`src/rtl/simple_rand_pkg.sv`:
```
// -----------------------------------------------------------------------------
// simple_rand_pkg
//   Shared constants and helpers for the simple_rand pseudo-random generator.
//   - LFSR width and Galois feedback mask (x^32 + x^22 + x^2 + x + 1)
//   - golden-ratio constant used to decorrelate per-lane seeds
//   - lfsr_next : one right-shifting Galois LFSR step
//   - seg_width : width of segment k for a range of R values cut into SPLIT
//                 segments of nominal width W (last segment takes the rest)
// -----------------------------------------------------------------------------
package simple_rand_pkg;

    localparam int                LFSR_W         = 32;
    localparam logic [LFSR_W-1:0] LFSR_MASK      = 32'h8020_0003;
    localparam logic [LFSR_W-1:0] LANE_SEED_STEP = 32'h9E37_79B9;

    // A non-zero state can never step to zero: when the LSB is set the mask
    // forces bit 31 high, otherwise a plain shift of a non-zero value whose
    // LSB is clear stays non-zero.
    function automatic logic [LFSR_W-1:0] lfsr_next(input logic [LFSR_W-1:0] s);
        if (s[0]) begin
            return (s >> 1) ^ LFSR_MASK;
        end
        return s >> 1;
    endfunction

    function automatic int seg_width(input int k, input int r, input int w, input int split);
        if (k == split - 1) begin
            return r - (split - 1) * w;
        end
        return w;
    endfunction

endpackage

```
`src/rtl/simple_rand_lane.sv`:
```
// -----------------------------------------------------------------------------
// simple_rand_lane
//   One lane of the simple_rand generator: a 32-bit Galois LFSR, a segment
//   counter that walks every segment once per SPLIT cycles, and the
//   registered output value BEGIN_VALUE + seg*W + (lfsr[15:0] mod width(seg)).
//
//   Optional feature macro: SIMPLE_RAND_HOLD_EN (adds the hold input).
//
// Ports
//   clock      in   rising-edge clock
//   rst        in   synchronous active-high reset
//   hold       in   (SIMPLE_RAND_HOLD_EN only) freeze lfsr, seg and output
//   rand_data  out  DSIZE-bit registered lane value
// -----------------------------------------------------------------------------
module simple_rand_lane
    import simple_rand_pkg::*;
#(
    parameter int          BEGIN_VALUE = 0,
    parameter int          END_VALUE   = 100,
    parameter int          SPLIT       = 10,
    parameter int          DSIZE       = 8,
    parameter logic [31:0] SEED        = 32'h0000_0001,
    parameter int          LANE_IDX    = 0
) (
    input  logic             clock,
    input  logic             rst,
`ifdef SIMPLE_RAND_HOLD_EN
    input  logic             hold,
`endif
    output logic [DSIZE-1:0] rand_data
);

    localparam int R      = END_VALUE - BEGIN_VALUE + 1;
    localparam int W      = (R + SPLIT - 1) / SPLIT;
    localparam int WL     = seg_width(SPLIT - 1, R, W, SPLIT);
    // Keeps the modulo well-defined while the top reports a bad WL.
    localparam int WL_DIV = (WL > 0) ? WL : 1;
    localparam int SEG_W  = (SPLIT > 1) ? $clog2(SPLIT) : 1;

    localparam logic [SEG_W-1:0]  SEG_LAST  = SEG_W'(SPLIT - 1);
    localparam logic [SEG_W-1:0]  SEG_INIT  = SEG_W'(LANE_IDX % SPLIT);
    localparam logic [31:0]       SEED_MIX  = SEED ^ (32'(LANE_IDX) * LANE_SEED_STEP);
    localparam logic [31:0]       LFSR_INIT = (SEED_MIX == 32'h0) ? 32'h1 : SEED_MIX;
    localparam logic [DSIZE-1:0]  BEGIN_D   = DSIZE'(BEGIN_VALUE);

    // Both remainders use constant divisors; the segment index only picks
    // which one is used, so no run-time divider is built.
    function automatic logic [DSIZE-1:0] seg_value(input logic [SEG_W-1:0] s,
                                                    input logic [15:0]      r);
        logic [31:0] off_mid;
        logic [31:0] off_last;
        logic [31:0] off;
        logic [31:0] base;
        off_mid  = {16'h0, r} % 32'(W);
        off_last = {16'h0, r} % 32'(WL_DIV);
        off      = (s == SEG_LAST) ? off_last : off_mid;
        base     = 32'(BEGIN_VALUE) + 32'(s) * 32'(W);
        return DSIZE'(base + off);
    endfunction

    logic [31:0]      lfsr_p0;
    logic [SEG_W-1:0] seg_p0;
    logic [SEG_W-1:0] seg_next;
    logic             advance;

`ifdef SIMPLE_RAND_HOLD_EN
    assign advance = ~hold;
`else
    assign advance = 1'b1;
`endif

    assign seg_next = (seg_p0 == SEG_LAST) ? '0 : seg_p0 + SEG_W'(1);

    // Stage p0: LFSR/segment state and registered lane output
    always_ff @(posedge clock) begin
        if (rst) begin
            lfsr_p0   <= LFSR_INIT;
            seg_p0    <= SEG_INIT;
            rand_data <= BEGIN_D;
        end else if (advance) begin
            lfsr_p0   <= lfsr_next(lfsr_p0);
            seg_p0    <= seg_next;
            rand_data <= seg_value(seg_p0, lfsr_p0[15:0]);
        end
    end

endmodule

```
`src/rtl/simple_rand.sv`:
```
// -----------------------------------------------------------------------------
// simple_rand
//   Free-running pseudo-random stimulus source. NUM independent lanes each
//   emit one DSIZE-bit value per clock inside [BEGIN_VALUE, END_VALUE]. The
//   range is cut into SPLIT segments; each lane visits every segment once per
//   SPLIT cycles and picks an LFSR-derived offset inside it. Lane i starts at
//   segment i mod SPLIT with a seed decorrelated by the golden-ratio constant.
//
//   Optional feature macro: SIMPLE_RAND_HOLD_EN (adds the hold input; when
//   high and rst low, every lane keeps its state and output).
//
// Ports
//   clock      in   rising-edge clock
//   rst        in   synchronous active-high reset (wins over hold)
//   hold       in   (SIMPLE_RAND_HOLD_EN only) freeze the generator
//   rand_data  out  NUM*DSIZE packed lanes, lane i at [i*DSIZE +: DSIZE]
// -----------------------------------------------------------------------------
module simple_rand
    import simple_rand_pkg::*;
#(
    parameter int          BEGIN_VALUE = 0,
    parameter int          END_VALUE   = 100,
    parameter int          SPLIT       = 10,
    parameter int          NUM         = 1,
    parameter int          DSIZE       = 8,
    parameter logic [31:0] SEED        = 32'h0000_0001
) (
    input  logic                 clock,
    input  logic                 rst,
`ifdef SIMPLE_RAND_HOLD_EN
    input  logic                 hold,
`endif
    output logic [NUM*DSIZE-1:0] rand_data
);

    localparam int R  = END_VALUE - BEGIN_VALUE + 1;
    localparam int W  = (SPLIT > 0) ? (R + SPLIT - 1) / SPLIT : 1;
    localparam int WL = seg_width(SPLIT - 1, R, W, SPLIT);

    if (NUM < 1) begin : g_bad_num
        $fatal(1, "simple_rand: NUM must be at least 1");
    end
    if (DSIZE < 1 || DSIZE > 32) begin : g_bad_dsize
        $fatal(1, "simple_rand: DSIZE must be in 1..32");
    end
    if (BEGIN_VALUE < 0 || END_VALUE < BEGIN_VALUE) begin : g_bad_range
        $fatal(1, "simple_rand: need 0 <= BEGIN_VALUE <= END_VALUE");
    end
    if (longint'(END_VALUE) >= (longint'(1) << DSIZE)) begin : g_bad_end
        $fatal(1, "simple_rand: END_VALUE does not fit in DSIZE bits");
    end
    if (SPLIT < 1 || SPLIT > R) begin : g_bad_split
        $fatal(1, "simple_rand: SPLIT must be in 1..END_VALUE-BEGIN_VALUE+1");
    end
    if (WL <= 0) begin : g_bad_last
        $fatal(1, "simple_rand: SPLIT leaves an empty last segment");
    end

    for (genvar i = 0; i < NUM; i++) begin : g_lane
        simple_rand_lane #(
            .BEGIN_VALUE (BEGIN_VALUE),
            .END_VALUE   (END_VALUE),
            .SPLIT       (SPLIT),
            .DSIZE       (DSIZE),
            .SEED        (SEED),
            .LANE_IDX    (i)
        ) u_lane (
            .clock       (clock),
            .rst         (rst),
`ifdef SIMPLE_RAND_HOLD_EN
            .hold        (hold),
`endif
            .rand_data   (rand_data[i*DSIZE +: DSIZE])
        );
    end

endmodule

```
`config.mk`:
```
export PLATFORM = sky130hd
export DESIGN_NAME = simple_rand
export DESIGN_NICKNAME = d
export VERILOG_FILES = /design/src/rtl/simple_rand_pkg.sv /design/src/rtl/simple_rand_lane.sv /design/src/rtl/simple_rand.sv
export SDC_FILE = /design/constraint.sdc
export NUM_CORES = 1
export LEC_CHECK = 0
export ABC_AREA = 1
export ABC_CLOCK_PERIOD_IN_PS = 18470
export CORE_ASPECT_RATIO = 0.75
export CORE_UTILIZATION = 50
export CTS_CLUSTER_DIAMETER = 120
export CTS_CLUSTER_SIZE = 25
export DETAILED_ROUTE_END_ITERATION = 7
export HOLD_SLACK_MARGIN = 0.12
export PLACE_DENSITY = 0.67
export SETUP_SLACK_MARGIN = 0.2
export SKIP_CTS_REPAIR_TIMING = 1
export SLEW_MARGIN = 20
export SYNTH_ARGS = -nofsm -noshare
export SYNTH_HDL_FRONTEND = slang
export SYNTH_SLANG_ARGS = --single-unit
```
`constraint.sdc`:
```
create_clock -name clock -period 18.47 [get_ports clock]
set_clock_uncertainty 0.1 [all_clocks]
set_input_delay 2.7705 -clock clock [delete_from_list [all_inputs] [get_ports clock]]
set_output_delay 2.7705 -clock clock [all_outputs]
set_load 0.005 [all_outputs]
```
**Word-level counts from Yosys, hierarchy flattened**

Index checks and enable logic that the tools add are counted.
Widths: inputs -> output; s select.

- Logic and storage cells: 18
- Register bits after elaboration: 44
- Output and inout port bits: 8
- Input port bits: 2

- Mux-type cells: 5
- Reductions and logical operators: 2
- Multipliers: 1
- Eq/ne operators: 1
- Bitwise operators: 2
- $add $sub $neg: 2
- Div/mod/pow operators: 1

Operators by type and width:

| operator | number |
|---|---|
| $mod 16x4->32 const B | 1 |
| $mux 32 | 1 |
| $mux 31 | 1 |
| $add 8x8->8 | 1 |
| $mul 4x4->8 const B | 1 |
| $mux 8 | 1 |
| $add 4x1->4 const B | 1 |
| $eq 4x4->1 const B | 1 |
| $not 3->4 | 1 |
| $reduce_or 2->1 | 2 |
| $mux 1 | 2 |
| $not 1->1 | 1 |

**Depth between registers and ports, before layout**

- Depth in word-level cells: 4
- Gate-level depth with buffers: 99
- Mapped depth without buffers: 95

**Worst setup path after synthesis**

No wires, ideal clock.

- Path type: register -> register
- From: reg g_lane[0].u_lane.lfsr_p0[13]
- To: reg g_lane[0].u_lane.rand_data[7]
- Period minus slack after synthesis: 10.658 ns
- Stages on the path, launching flop included: 89
- Slack: 7.812 ns
- Required time: 18.306 ns
- Setup time: 0.064 ns
- Path buffers: 6
- Arrival time: 10.494 ns
- Path through: dfxtp_1 -> nand2_2 -> nand2_2 -> ha_1 -> inv_1 -> a21oi_1 -> nor2_1 -> nand3_2 -> nand2_1 -> nand2_2 -> inv_2 -> nor2_2 -> nor2_4 -> nand3_4 -> o21ai_1 -> nand2_2 -> nand2_2 -> nand2_4 -> (+53 left out) -> nor2_1 -> nand2_2 -> nand2_1 -> o21ai_1 -> a21oi_1 -> fa_1 -> inv_1 -> fa_1 -> o31ai_1 -> inv_1 -> nor2_1 -> nor2_1 -> o21bai_1 -> xor2_1 -> inv_1 -> nand3_1 -> nand2_1 -> nor2_1

- Longest elaborated chain between the ends: 3

RTL lines:

| element | RTL line | RTL |
|---|---|---|
| from (decl) | simple_rand_lane.sv:61 | `logic [31:0] lfsr_p0;` |
| from (signal assigned) | simple_rand_lane.sv:81 | `lfsr_p0 <= lfsr_next(lfsr_p0);` |
| $mod 16x4->32 | simple_rand_lane.sv:54 | `off_mid = {16'h0, r} % 32'(W);` |
| $mux 8 | simple_rand_lane.sv:56 | `off = (s == SEG_LAST) ? off_last : off_mid;` |
| $add 8x8->8 | simple_rand_lane.sv:58 | `return DSIZE'(base + off);` |
| to (signal assigned) | simple_rand_lane.sv:83 | `rand_data <= seg_value(seg_p0, lfsr_p0[15:0]);` |
| to (decl) | simple_rand_lane.sv:30 | `output logic [DSIZE-1:0] rand_data` |

No other way between the ends.
A chain may end at the register's enable or synchronous reset.

**Worst setup path after layout**

- From: reg g_lane[0].u_lane.lfsr_p0[14]
- To: reg g_lane[0].u_lane.rand_data[7]

Same word-level chain as after synthesis.

==> metrics <==
worst r2r src g_lane[0].u_lane.lfsr_p0[14]; IO buf count 9; Routed Antenna Nets 0; first-pass GRT wire length roughly 25000 µm; peak supply drop roughly 85 µV; metal1 wirelength roughly 8000 µm; largest net degree at the start of global routing 43; Cells after Synth ~1000; vias in the first global route around 5400; GPL Wtd Cong just over 0.9; Iter 0 DRT Violations 420; vias after detailed routing 6020; DR top layer met4; Post-Syn Nets about 1100; crit path DAT between 10 and 15 ns; crit start category register; initial core utilization around half; register area share after synthesis roughly 15%; Clock Sink Count between 40 and 50; WHS approximately 0.3 ns; Fin. Hold Viols 0; Max Clk Rate roughly 78 MHz; critical path data required time ~19 ns; Clock transition at path regs ~0.07 ns; Relative slew margins ~62%; Root Driver clkbuf_16; Main synth FF type dfxtp_1; share of cells above drive strength 1 13.6%; simple-gate area share of the yosys netlist 56.5%; crit path time final 12.84 ns; hold path cells 2; CP max FO 19; RSZ-0062 raised after global routing false; # H-tree levels 2; vias per inst a little over 5; Synth top area share 19.9%; Tcrit/Tclk final between 60% and 70%; die height approximately 97 µm; Pre-antenna DRT Iters 5; Final nets between 1000 and 1500; flops & latches, synth 44; Least-Margin Pin Slew 0.567 ns; main combinational cell family by area after synthesis simple AND/OR/NAND/NOR gates; min-delay src g_lane[0].u_lane.lfsr_p0[23]; synth cell count leaders 317 x nand2_1, 144 x inv_1, 122 x nor2_1; Worst Setup End Kind register; Layout area overhead 5.97%; Post-synth ARST share 0%; most used cell, CP nand2_1; mux contribution to synthesized area 0%; Pins Over Slew Limit 0; Post-route DRC 0; Overflow after GRT 0; Post-Synth XOR/XNOR Area under 10%; # diodes 0; outcome complete, no violations; Cell Area, Synth ~6000 µm²; yosys warns 0; gr usage total between 20% and 30%; pwr dens around 150 nW/µm²; largest area contributor in the netlist nand2_1; TritonCTS buffer count 5; max_cap viols 0; Hold Path Class reg -> reg; drt total wl 13900 µm; Synth Area in Compound Gates under 10%; cell row count 34; Setup crit start g_lane[0].u_lane.lfsr_p0[14]; synth top area cells nand2_1 20%, dfxtp_1 15%, inv_1 9.0%; average cell area after synthesis between 5 and 6 µm²; Worst Setup Path Type reg -> reg; routed wire length per instance approximately 12 µm; Placement Cell Area 6160 µm²; most common cell in the netlist nand2_1; routed wl met3 roughly 640 µm; die width about 130 µm; I/O pin cnt 10; Post-synth EDFFs 0; WL met2 5210 µm; DP Wirelength approximately 11000 µm; r2r worst-path depth a little over 80; Final Setup Violations 0; Placeable Area between 10000 and 15000 µm²; Clock Latency Late Sink slightly below 0.3 ns; initial antenna violation count 0; adder-cell share of the synthesized area between 6 and 7%; Critical-path top delay cell fa_1; Largest stage delay, worst path 0.49 ns; Max Root-Sink Buffers 2; Leak ~0.0036 µW; full die area 12400 µm²; Final Cell Area around 6300 µm²; TritonCTS clock tree done; unique cell type count in the Yosys netlist between 40 and 50; Setup TNS 0 ns; Finished Core Util 54.5%
-- cell families after synthesis --
kind of cell	Yosys count
AO/OA/AOI/OAI	57
XOR/XNOR	23
adder cells (fa/ha/maj)	27
buffers and inverters	191
flip-flops	44
AND/OR/NAND/NOR	688
-- cell usage in the layout, fill, tap and decap left out, types with 20 or more instances in the layout --
cell and count:
nand2_1 317, inv_1 144, nor2_1 122, nand3_1 93, nand4_1 46, dfxtp_1 44, nand2_2 43, inv_2 24
ha_1 21, nand3_2 20
-- final timing paths --
check	end	slack [ns]
worst min register to register	g_lane[0].u_lane.lfsr_p0[22]	0.30
worst min-delay path	g_lane[0].u_lane.lfsr_p0[22]	0.30
worst max register to register	g_lane[0].u_lane.rand_data[7]	5.63
worst max-delay path	g_lane[0].u_lane.rand_data[7]	5.63
-- state kept, by name (all words and copies together) (netlist names) --
signal / count
g_lane.u_lane.rand_data: 8
g_lane.u_lane.lfsr_p0: 32
g_lane.u_lane.seg_p0: 4
-- final cells by class --
| class | count | area (µm²) |
|---|---|---|
| tap | 162 | 203 |
| fill | 1202 | 5280 |
| clock buffer | 5 | 125 |
| clock inverter | 3 | 46.3 |
| timing repair buffer | 11 | 105 |
| multi-input combinational | 795 | 4320 |
| inverter | 174 | 653 |
| sequential | 44 | 881 |
-- metal layers --
metal / vias to the layer above / GRT usage (%)
li1: 3256 / -
met1: 2638 / 39.0
met2: 121 / 32.6
met3: 5 / 2.32
met4: 0 / 3.53
met5: - / 0
-- report_power, final --
group          internal [µW]  switching (µW)
Clock                   64.3            39.6
Sequential               105            3.83
Combinational            248             515
Total                    418             558
-- critical path: cells and delay by family, from the launching register on --
family | cells | cell delay (ns)
and+or+nand+nor | 62 | 8.56
adders and majority gates | 5 | 1.38
AOI/OAI and AO/OA | 5 | 1.10
buffers and inverters | 9 | 0.83
DFF | 1 | 0.38
xor gates and xnor gates | 2 | 0.38
-- per-stage QoR --
| stage | setup WS (ns) | total power (µW) | cells |
|---|---|---|---|
| final | 5.63 | 976 | 1194 |
| after global routing | 4.16 | 1100 | 1194 |
| after CTS | 5.67 | 974 | 1194 |
| after detailed placement | 5.70 | 865 | 1186 |
| after global placement | 5.93 | 868 | 1186 |
| after floorplan | 7.81 | 723 | 1030 |
Note: power is estimated with default switching activity, not from simulation.
